File: config.mk
export PLATFORM = sky130hd
export DESIGN_NAME = up_counter_scan_flat
export DESIGN_NICKNAME = d
export VERILOG_FILES = /design/src/rtl/up_counter_scan_pkg.sv /design/src/rtl/up_counter_scan_if.sv /design/src/rtl/up_counter_scan.sv /design/src/flat_wrapper.sv
export SDC_FILE = /design/constraint.sdc
export NUM_CORES = 1
export LEC_CHECK = 0
export CORE_AREA = 2 2 39 41
export CTS_BUF_LIST = sky130_fd_sc_hd__clkbuf_8 sky130_fd_sc_hd__clkbuf_16
export CTS_CLUSTER_DIAMETER = 80
export DETAILED_ROUTE_END_ITERATION = 16
export DIE_AREA = 0 0 41 43
export HOLD_SLACK_MARGIN = 0.08
export PLACE_DENSITY = 0.43
export RECOVER_POWER = 50
export SYNTH_ARGS = -nofsm -noshare
export SYNTH_HDL_FRONTEND = slang
export SYNTH_SLANG_ARGS = --single-unit
export TNS_END_PERCENT = 1
File: constraint.sdc
create_clock -name BrdClk -period 1.6 [get_ports BrdClk]
set_input_delay 0.32 -clock BrdClk [delete_from_list [all_inputs] [get_ports BrdClk]]
set_output_delay 0.32 -clock BrdClk [all_outputs]
set_load 0.03 [all_outputs]
File: src/rtl/up_counter_scan_pkg.sv
// Shared types and pure next-state logic for the scan-capable up-counter.
package up_counter_scan_pkg;

    localparam int unsigned DEFAULT_WIDTH = 4;
    localparam int unsigned MAX_WIDTH     = 64;

    typedef enum logic [1:0] {
        MODE_RESET,
        MODE_SCAN,
        MODE_COUNT,
        MODE_HOLD
    } mode_e;

    typedef logic [MAX_WIDTH-1:0] count_t;

    // The caller truncates the result to its own width.
    // Shifting left and adding one are both width-agnostic once truncated.
    function automatic count_t next_count(input count_t cur, input logic scan_in, input mode_e mode);
        count_t nxt;
        case (mode)
            MODE_RESET: nxt = '0;
            MODE_SCAN:  nxt = {cur[MAX_WIDTH-2:0], scan_in};
            MODE_COUNT: nxt = cur + count_t'(1);
            default:    nxt = cur;
        endcase
        return nxt;
    endfunction

endpackage

File: src/rtl/up_counter_scan_if.sv
// Scan/count control and observation bundle for up_counter_scan.
// Optional bWrap signal present when UP_COUNTER_SCAN_WRAP_EN is defined.
interface up_counter_scan_if
    import up_counter_scan_pkg::*;
#(
    parameter int unsigned WIDTH = DEFAULT_WIDTH
);

    logic             aScanEn;
    logic             bScanIn;
    logic             aIncrement;
    logic [WIDTH-1:0] bCount;
    logic             bScanOut;
`ifdef UP_COUNTER_SCAN_WRAP_EN
    logic             bWrap;

    modport master (output aScanEn, bScanIn, aIncrement, input bCount, bScanOut, bWrap);
    modport slave  (input aScanEn, bScanIn, aIncrement, output bCount, bScanOut, bWrap);
`else
    modport master (output aScanEn, bScanIn, aIncrement, input bCount, bScanOut);
    modport slave  (input aScanEn, bScanIn, aIncrement, output bCount, bScanOut);
`endif

endinterface

File: src/rtl/up_counter_scan.sv
// WIDTH-bit up-counter whose count register doubles as an MSB-first scan chain.
// Define UP_COUNTER_SCAN_WRAP_EN to add the registered one-cycle bWrap flag.
module up_counter_scan
    import up_counter_scan_pkg::*;
#(
    parameter int unsigned WIDTH = DEFAULT_WIDTH
) (
    input  logic                BrdClk,
    input  logic                bReset,
    up_counter_scan_if.slave    bus
);

    mode_e            mode;
    logic [WIDTH-1:0] count_q;
    logic [WIDTH-1:0] count_d;

    // Per-edge action: reset > scan > increment > hold.
    always_comb begin
        mode = MODE_HOLD;
        if (bReset) begin
            mode = MODE_RESET;
        end else if (bus.aScanEn) begin
            mode = MODE_SCAN;
        end else if (bus.aIncrement) begin
            mode = MODE_COUNT;
        end
    end

    always_comb begin
        count_d = WIDTH'(next_count(MAX_WIDTH'(count_q), bus.bScanIn, mode));
    end

`ifdef UP_COUNTER_SCAN_WRAP_EN
    logic wrap_q;
    logic wrap_d;

    always_comb begin
        wrap_d = (mode == MODE_COUNT) && (count_q == '1);
    end
`endif

    always_ff @(posedge BrdClk) begin
        if (bReset) begin
            count_q <= '0;
`ifdef UP_COUNTER_SCAN_WRAP_EN
            wrap_q  <= 1'b0;
`endif
        end else begin
            count_q <= count_d;
`ifdef UP_COUNTER_SCAN_WRAP_EN
            wrap_q  <= wrap_d;
`endif
        end
    end

    assign bus.bCount   = count_q;
    assign bus.bScanOut = count_q[WIDTH-1];
`ifdef UP_COUNTER_SCAN_WRAP_EN
    assign bus.bWrap    = wrap_q;
`endif

endmodule

File: src/flat_wrapper.sv
// flat-port wrapper written by rule: the top's interface ports become plain ports
module up_counter_scan_flat import up_counter_scan_pkg::*;
#(
    parameter int unsigned WIDTH = DEFAULT_WIDTH
)
  (BrdClk, bReset, bus_aScanEn, bus_bScanIn, bus_aIncrement, bus_bCount, bus_bScanOut);
  up_counter_scan_if #(.WIDTH(WIDTH)) bus_i ();
  input  logic BrdClk;
  input  logic bReset;
  input wire logic [$bits(bus_i.aScanEn)-1:0] bus_aScanEn;
  input wire logic [$bits(bus_i.bScanIn)-1:0] bus_bScanIn;
  input wire logic [$bits(bus_i.aIncrement)-1:0] bus_aIncrement;
  output wire logic [$bits(bus_i.bCount)-1:0] bus_bCount;
  output wire logic [$bits(bus_i.bScanOut)-1:0] bus_bScanOut;
  assign bus_i.aScanEn = bus_aScanEn;
  assign bus_i.bScanIn = bus_bScanIn;
  assign bus_i.aIncrement = bus_aIncrement;
  assign bus_bCount = bus_i.bCount;
  assign bus_bScanOut = bus_i.bScanOut;
  up_counter_scan #(.WIDTH(WIDTH)) u_core (.BrdClk(BrdClk), .bReset(bReset), .bus(bus_i));
endmodule
==> results of run 1 <==
kinds of logic (layout without fill, tap and decap cells):
family / count (synthesis) / in the layout / synth area share (%)
buffers and inverters: 2 / 14 / 5.26
adders and majority gates: 1 / 1 / 5.85
AOI/OAI and AO/OA: 4 / 4 / 10.5
DFF: 4 / 4 / 37.4
muxes: 3 / 3 / 14.6
xor gates and xnor gates: 2 / 2 / 8.19
and+or+nand+nor: 7 / 7 / 18.1
repair_timing:
action	4_1_cts	5_1_grt
hold endpoints to repair	0	0
endpoints found under the setup margin	2	2
gates resized for setup	2	2
hold buffers	0	0
synthesized netlist by cell type:
| cell | n |
|---|---|
| and4b_1 | 1 |
| nand2b_1 | 1 |
| nand2_1 | 1 |
| buf_4 | 1 |
| mux2_1 | 1 |
| o21a_1 | 1 |
| inv_1 | 1 |
| a21oi_1 | 2 |
| nor2_1 | 2 |
| nand3_1 | 1 |
| ha_1 | 1 |
| xnor2_1 | 1 |
| o21ai_1 | 1 |
| nand4_1 | 1 |
| xor2_1 | 1 |
| dfxtp_1 | 4 |
| mux2i_1 | 2 |
per-stage QoR:
step	instances	hold WS [ns]	setup slack (ns)	cell area, um2
2_1_floorplan	23	0.389	0.195	214
3_3_place_gp	48	0.491	0.0973	324
3_5_place_dp	48	0.499	0.0808	324
4_1_cts	51	0.503	0.00965	363
5_1_grt	51	0.535	0.0256	359
6_report	51	0.495	0.0632	359
layer usage:
layer	vias up	wire length, um
met5	-	0
met4	0	8
met3	2	60
met2	12	205
met1	92	229
li1	105	-
worst paths after layout:
kind,startpoint,endpoint,slack [ns],cells past startpoint
min reg2reg,u_core.bus.bCount[3],u_core.bus.bCount[3],0.49,2
min,u_core.bus.bCount[3],u_core.bus.bCount[3],0.49,2
max reg2reg,u_core.bus.bCount[0],u_core.bus.bCount[1],0.29,5
max,u_core.bus.bCount[0],bus_bCount[0],0.06,1
cell type report:
class | instances | area (um2)
Timing Repair Buffer | 10 | 91.3
Multi-Input combinational cell | 17 | 123
Fill cell | 156 | 1020
Sequential cell | 4 | 80.1
Tap cell | 16 | 20.0
Inverter | 1 | 3.75
Clock buffer | 3 | 41.3
power groups by stage:
stage	Sequential, mW	Clock, mW	Combinational [mW]
6_report	0.115	0.214	0.0691
5_1_grt	0.116	0.238	0.0752
4_1_cts	0.115	0.218	0.0716
3_5_place_dp	0.116	0	0.0735
3_3_place_gp	0.116	0	0.0727
2_1_floorplan	0.130	0	0.0230
layout by cell type (no fill, tap or decap):
master           n
clkdlybuf4s50_1  4
dlygate4sd3_1    1
buf_4            1
inv_1            1
nand2b_1         1
dfxtp_1          4
dlymetal6s2s_1   1
o21a_1           1
a21oi_1          2
nand4_1          1
mux2i_1          2
nor2_1           2
mux2_1           1
clkbuf_1         1
ha_1             1
clkbuf_8         3
dlygate4sd2_1    2
nand3_1          1
o21ai_1          1
xor2_1           1
nand2_1          1
and4b_1          1
xnor2_1          1
worst min-delay path: cells and delay by family (launching register included):
kind / cells / cell delay (ns)
compound gates: 1 / 0.05
simple gates: 1 / 0.07
flops: 1 / 0.32
==> summary.md, run 1 <==
| Metric | Value |
|---|---|
| Status | `completed` |
| # IOs | `10` |
| Worst slew margin | `around three quarters` |
| Post-route core utilization | `around a quarter` |
| I/O Buffers | `9` |
| Sequential area share after synthesis | `37.4%` |
| Reg clk slew, reported paths | `0.03 ns` |
| PwrDens | `1110 mW/mm2` |
| Max cap viols | `0` |
| Max Slew Vio Count | `0` |
| Syn. warnings | `0` |
| Crit-path slowest cell | `clkdlybuf4s50_1` |
| Vias/cell | `around 4.1` |
| Placer Congestion | `0.679` |
| Routed Antenna Nets | `0` |
| Layout cell share with drive strength beyond 1 | `between 10% and 20%` |
| Die extent in x | `about 40 um` |
| Gr usage total | `8.24%` |
| Root Driver | `clkbuf_8` |
| Sum of negative setup slack | `0 ns` |
| Achievable Freq | `approximately 650 MHz` |
| Initial antenna violation count | `0` |
| Routed vias | `211` |
| Worst-margin pin slew | `between 0.3 and 0.4 ns` |
| Minimum clock period | `around 1.5 ns` |
| Largest net degree at the start of global routing | `7` |
| First-pass GRT wire length | `a little over 800 um` |
| Synthesized instance count | `23` |
| Final setup fails | `0` |
| Number of diodes | `0` |
| Startpoint types | `flop` |
| Unrepaired setup endpoints after global routing | `no` |
| Synth top area share | `approximately 37%` |
| Final net count | `43` |
| CP Max Fanout | `2` |
| Mapped Area | `~210 um2` |
| TritonRoute pass-1 iters | `4` |
| Internal power contribution | `roughly 0.30 mW` |
| Drt drc | `0` |
| Site row count | `14` |
| Initial DRC count | `3` |
| Comb power frac | `17.4%` |
| Post-synthesis average cell area | `approximately 9.3 um2` |
| Final hold vios | `0` |
| Top Usage Layer GRT | `met2` |
| Layout area overhead | `67.8%` |
| Global route overflow | `0` |
| Sink Count | `4` |
| CP Cell Sequence | `clkdlybuf4s50_1` |
| Crit path arrival time | `roughly 1.2 ns` |
| Max VDD drop | `roughly 0.37 mV` |
| CP required | `~1.3 ns` |
| Routed WL per cell | `slightly below 10 um` |
| Final Skew | `just over 0.00007 ns` |
| Final worst path period share | `~96%` |
| Clk pwr share | `a little over half` |
| Sequential Power Share | `28.8%` |
| M2 GR Usage | `9.38%` |
| Count of cell types in the netlist | `17` |
| Cell family with most CP delay | `buffers and inverters` |
| Final Power | `around 0.4 mW` |
| Worst path buffer plus inverter count | `1` |
| Net Sw Frac | `between 20% and 30%` |
| Max reg flops | `4` |
| CTS buffer count | `3` |
| Vias in the first global route | `191` |
| Total Wirelength | `around 500 um` |
| # H-tree levels | `1` |
| Worst skew pair latency | `0.22 ns` |
| Post-CTS setup buffer count | `0` |
| Die Span Y | `43 um` |
| Flops & latches, synth | `4` |
| CP max stage delay | `0.67 ns` |
| Initial Util | `between 15 and 20%` |
| WS Path Type | `reg2out` |
| Core box area | `around 0.0014 mm2` |
| Grt met3 use | `7.85%` |
| P_leak | `between 0.15 and 0.2 nW` |
| CTS tree | `done` |
| Sw power | `about 0.097 mW` |
| CP Capture Type | `output port` |
| Mapped Nets | `29` |
| Die footprint | `between 0.0015 and 0.002 mm2` |
| Area contributors post-synth | `dfxtp_1 37%, mux2i_1 9.4%, ha_1 5.8%` |
| Max Root-Sink Buffers | `2` |
| Largest area contributor in the netlist | `dfxtp_1` |
| Worst Hold Class | `reg2reg` |
| Met1 usage | `between 8 and 9%` |
No activity file was read; power rests on OpenSTA's default activity.
==> inputs of run 2 (changes only) <==
--- a/config.mk
+++ b/config.mk
@@ -13,6 +13,7 @@
 export HOLD_SLACK_MARGIN = 0.08
 export PLACE_DENSITY = 0.43
 export RECOVER_POWER = 50
+export SETUP_SLACK_MARGIN = 0.1
 export SYNTH_ARGS = -nofsm -noshare
 export SYNTH_HDL_FRONTEND = slang
 export SYNTH_SLANG_ARGS = --single-unit
==> summary.md, run 2 (synthesis results as in run 1) <==
| Metric | Value |
|---|---|
| Leading cell types in the layout, fill and taps excluded | `5 x dlygate4sd2_1, 4 x dfxtp_1, 3 x clkbuf_8, 3 x clkdlybuf4s50_1 (was 4 x clkdlybuf4s50_1, 4 x dfxtp_1, 3 x clkbuf_8)` |
| Die Span Y | `43 um (unchanged)` |
| Min Hold Slack | `0.494 ns (was 0.495 ns)` |
| Post-CTS setup buffer count | `0 (unchanged)` |
| Minimum clock period | `1.38 ns (was 1.54 ns)` |
| Routed WL per cell | `9.80 um (was 9.86 um)` |
| Reg clk slew, reported paths | `0.03 ns (about the same)` |
| Worst Hold Class | `reg2reg (unchanged)` |
| Cell family with most CP delay | `buffers and inverters (unchanged)` |
| TritonRoute pass-1 iters | `4 (unchanged)` |
| CP Cell Sequence | `dlygate4sd3_1, mux2_1, mux2i_1, nor2_1 (was clkdlybuf4s50_1)` |
| Post-route core utilization | `25.9% (unchanged)` |
| Initial antenna violation count | `0 (unchanged)` |
| Startpoint types | `primary input (was flop)` |
| Final net count | `43 (unchanged)` |
| CTS buffer count | `3 (unchanged)` |
| Unrepaired setup endpoints after global routing | `no (unchanged)` |
| Max cap viols | `0 (unchanged)` |
| Commonest non-fill, non-tap cell in the layout | `dlygate4sd2_1` |
| Hold path endpoint | `u_core.bus.bCount[3] (unchanged)` |
| Global route overflow | `0 (unchanged)` |
| Net Sw Frac | `24.4% (about the same)` |
| WS Path Type | `in2reg (was reg2out)` |
| Die footprint | `0.00176 mm2 (unchanged)` |
| CP required | `1.70 ns (was 1.28 ns)` |
| Max reg flops | `4 (unchanged)` |
| Final setup fails | `0 (unchanged)` |
| Worst skew pair latency | `0.22 ns (about the same)` |
| Post-CTS sizing | `5 (was 2)` |
| Vias/cell | `4.12 (was 4.14)` |
| Gr usage total | `8.24% (unchanged)` |
| Final worst path period share | `86.1% (was 96.0%)` |
| Routed Antenna Nets | `0 (unchanged)` |
| R2R cell count | `5 (unchanged)` |
| Critical R2R Capture | `u_core.bus.bCount[1] (unchanged)` |
| Sink Count | `4 (unchanged)` |
| Initial DRC count | `3 (unchanged)` |
| Sum of negative setup slack | `0 ns (unchanged)` |
| Core box area | `0.00138 mm2 (unchanged)` |
| Placer Congestion | `0.679 (unchanged)` |
| Initial Util | `15.5% (unchanged)` |
| Worst slew margin | `79.4% (was 75.8%)` |
| Final Skew | `0.0000719 ns (was 0.0000722 ns)` |
| Drt drc | `0 (unchanged)` |
| PwrDens | `1100 mW/mm2 (was 1110 mW/mm2)` |
| Sw power | `0.0965 mW (was 0.0968 mW)` |
| Sequential Power Share | `28.9% (was 28.8%)` |
| Status | `completed (unchanged)` |
| P_leak | `0.169 nW (was 0.172 nW)` |
| CP Capture Type | `flop (was output port)` |
| Layout cell share with drive strength beyond 1 | `11.4% (unchanged)` |
| # hold bufs at CTS | `0 (unchanged)` |
| Worst path buffer plus inverter count | `1 (unchanged)` |
| Comb power frac | `17.1% (was 17.4%)` |
| FF-to-FF Start | `u_core.bus.bCount[0] (unchanged)` |
| Clk pwr share | `54.0% (was 53.8%)` |
| Total Wirelength | `500 um (was 503 um)` |
| Layout area overhead | `67.8% (unchanged)` |
| Largest net degree at the start of global routing | `7 (unchanged)` |
| Die extent in x | `41 um (unchanged)` |
| Internal power contribution | `0.299 mW (was 0.301 mW)` |
| Max Root-Sink Buffers | `2 (unchanged)` |
| Flop2flop setup slack | `0.30 ns (was 0.29 ns)` |
| Number of diodes | `0 (unchanged)` |
| CTS tree | `done (unchanged)` |
| Crit path arrival time | `1.48 ns (was 1.22 ns)` |
| Crit-path slowest cell | `dlygate4sd3_1 (was clkdlybuf4s50_1)` |
| Max Slew Vio Count | `0 (unchanged)` |
| Root Driver | `clkbuf_8 (unchanged)` |
| Hold path cells | `2 (unchanged)` |
| CP max stage delay | `0.65 ns (was 0.67 ns)` |
| Worst-margin pin slew | `0.310 ns (was 0.365 ns)` |
| First-pass GRT wire length | `821 um (unchanged)` |
| # IOs | `10 (unchanged)` |
| Vias in the first global route | `191 (unchanged)` |
| Hold Path Origin | `u_core.bus.bCount[3] (unchanged)` |
| Final hold vios | `0 (unchanged)` |
| Max VDD drop | `0.364 mV (was 0.371 mV)` |
| # H-tree levels | `1 (unchanged)` |
| CP Max Fanout | `5 (was 2)` |
| I/O Buffers | `9 (unchanged)` |
| Site row count | `14 (unchanged)` |
| Routed vias | `210 (was 211)` |
| Achievable Freq | `726 MHz (was 651 MHz)` |
-- run 2: cell types whose count changed in the layout (fill, tap and decap cells not counted) --
cell,delta
dlygate4sd2_1,+3
clkbuf_1,-1
clkdlybuf4s50_1,-1
dlymetal6s2s_1,-1
-- run 2: how the worst max path moves through the flow --
stage / depth (start not counted) / end / slack [ns] / start
finish: 4 / u_core.bus.bCount[1] / 0.22 / bus_aIncrement
global route: 1 / bus_bCount[1] / 0.19 / u_core.bus.bCount[1]
CTS: 1 / bus_bCount[1] / 0.24 / u_core.bus.bCount[1]
detailed placement: 4 / u_core.bus.bCount[1] / 0.08 / bus_aIncrement
global placement: 4 / u_core.bus.bCount[1] / 0.1 / bus_aIncrement
floorplan: 4 / u_core.bus.bCount[1] / 0.20 / u_core.bus.bCount[0]
-- run 2: cell type report --
cell class | count | area, um2
Multi-Input combinational cell | 17 | 123
Sequential cell | 4 | 80.1
Timing Repair Buffer | 10 | 91.3
Clock buffer | 3 | 41.3
Fill cell | 157 | 1020
Tap cell | 16 | 20.0
Inverter | 1 | 3.75
-- run 2: power by group through the flow --
stage	clock network (mW)	registers (mW)	logic, mW
after floorplan	0	0.130	0.0230
after global placement	0	0.116	0.0727
after detailed placement	0	0.116	0.0735
after CTS	0.218	0.114	0.0687
after global routing	0.238	0.116	0.0736
final	0.214	0.114	0.0675
-- run 2: per-stage QoR --
stage	power (mW)	area [um2]	cells	worst slack, ns
2_1_floorplan	0.153	214	23	0.195
3_3_place_gp	0.189	324	48	0.0973
3_5_place_dp	0.190	324	48	0.0808
4_1_cts	0.401	359	51	0.235
5_1_grt	0.427	359	51	0.191
6_report	0.396	359	51	0.222
-- run 2: worst min-delay path, stage by stage, from the launching register on --
cell	delay (ns)
dfxtp_1	0.32
nand3_1	0.07
a21oi_1	0.05
-- run 2: metal layers --
metal  GRT usage (%)  up-vias  routed length [um]
met5               0        -                   0
met3            7.85        2                  54
met4            8.00        0                   8
li1                -      105                   -
met1            8.06       91                 234
met2            9.38       12                 202
==> inputs of run 3 (changes only) <==
--- a/config.mk
+++ b/config.mk
@@ -10,6 +10,7 @@
 export CTS_CLUSTER_DIAMETER = 80
 export DETAILED_ROUTE_END_ITERATION = 16
 export DIE_AREA = 0 0 41 43
+export GPL_ROUTABILITY_DRIVEN = 0
 export HOLD_SLACK_MARGIN = 0.08
 export PLACE_DENSITY = 0.43
 export RECOVER_POWER = 50
==> results of run 3 <==
Same layout as run 2: the final DEF is identical, and so are final timing and power.
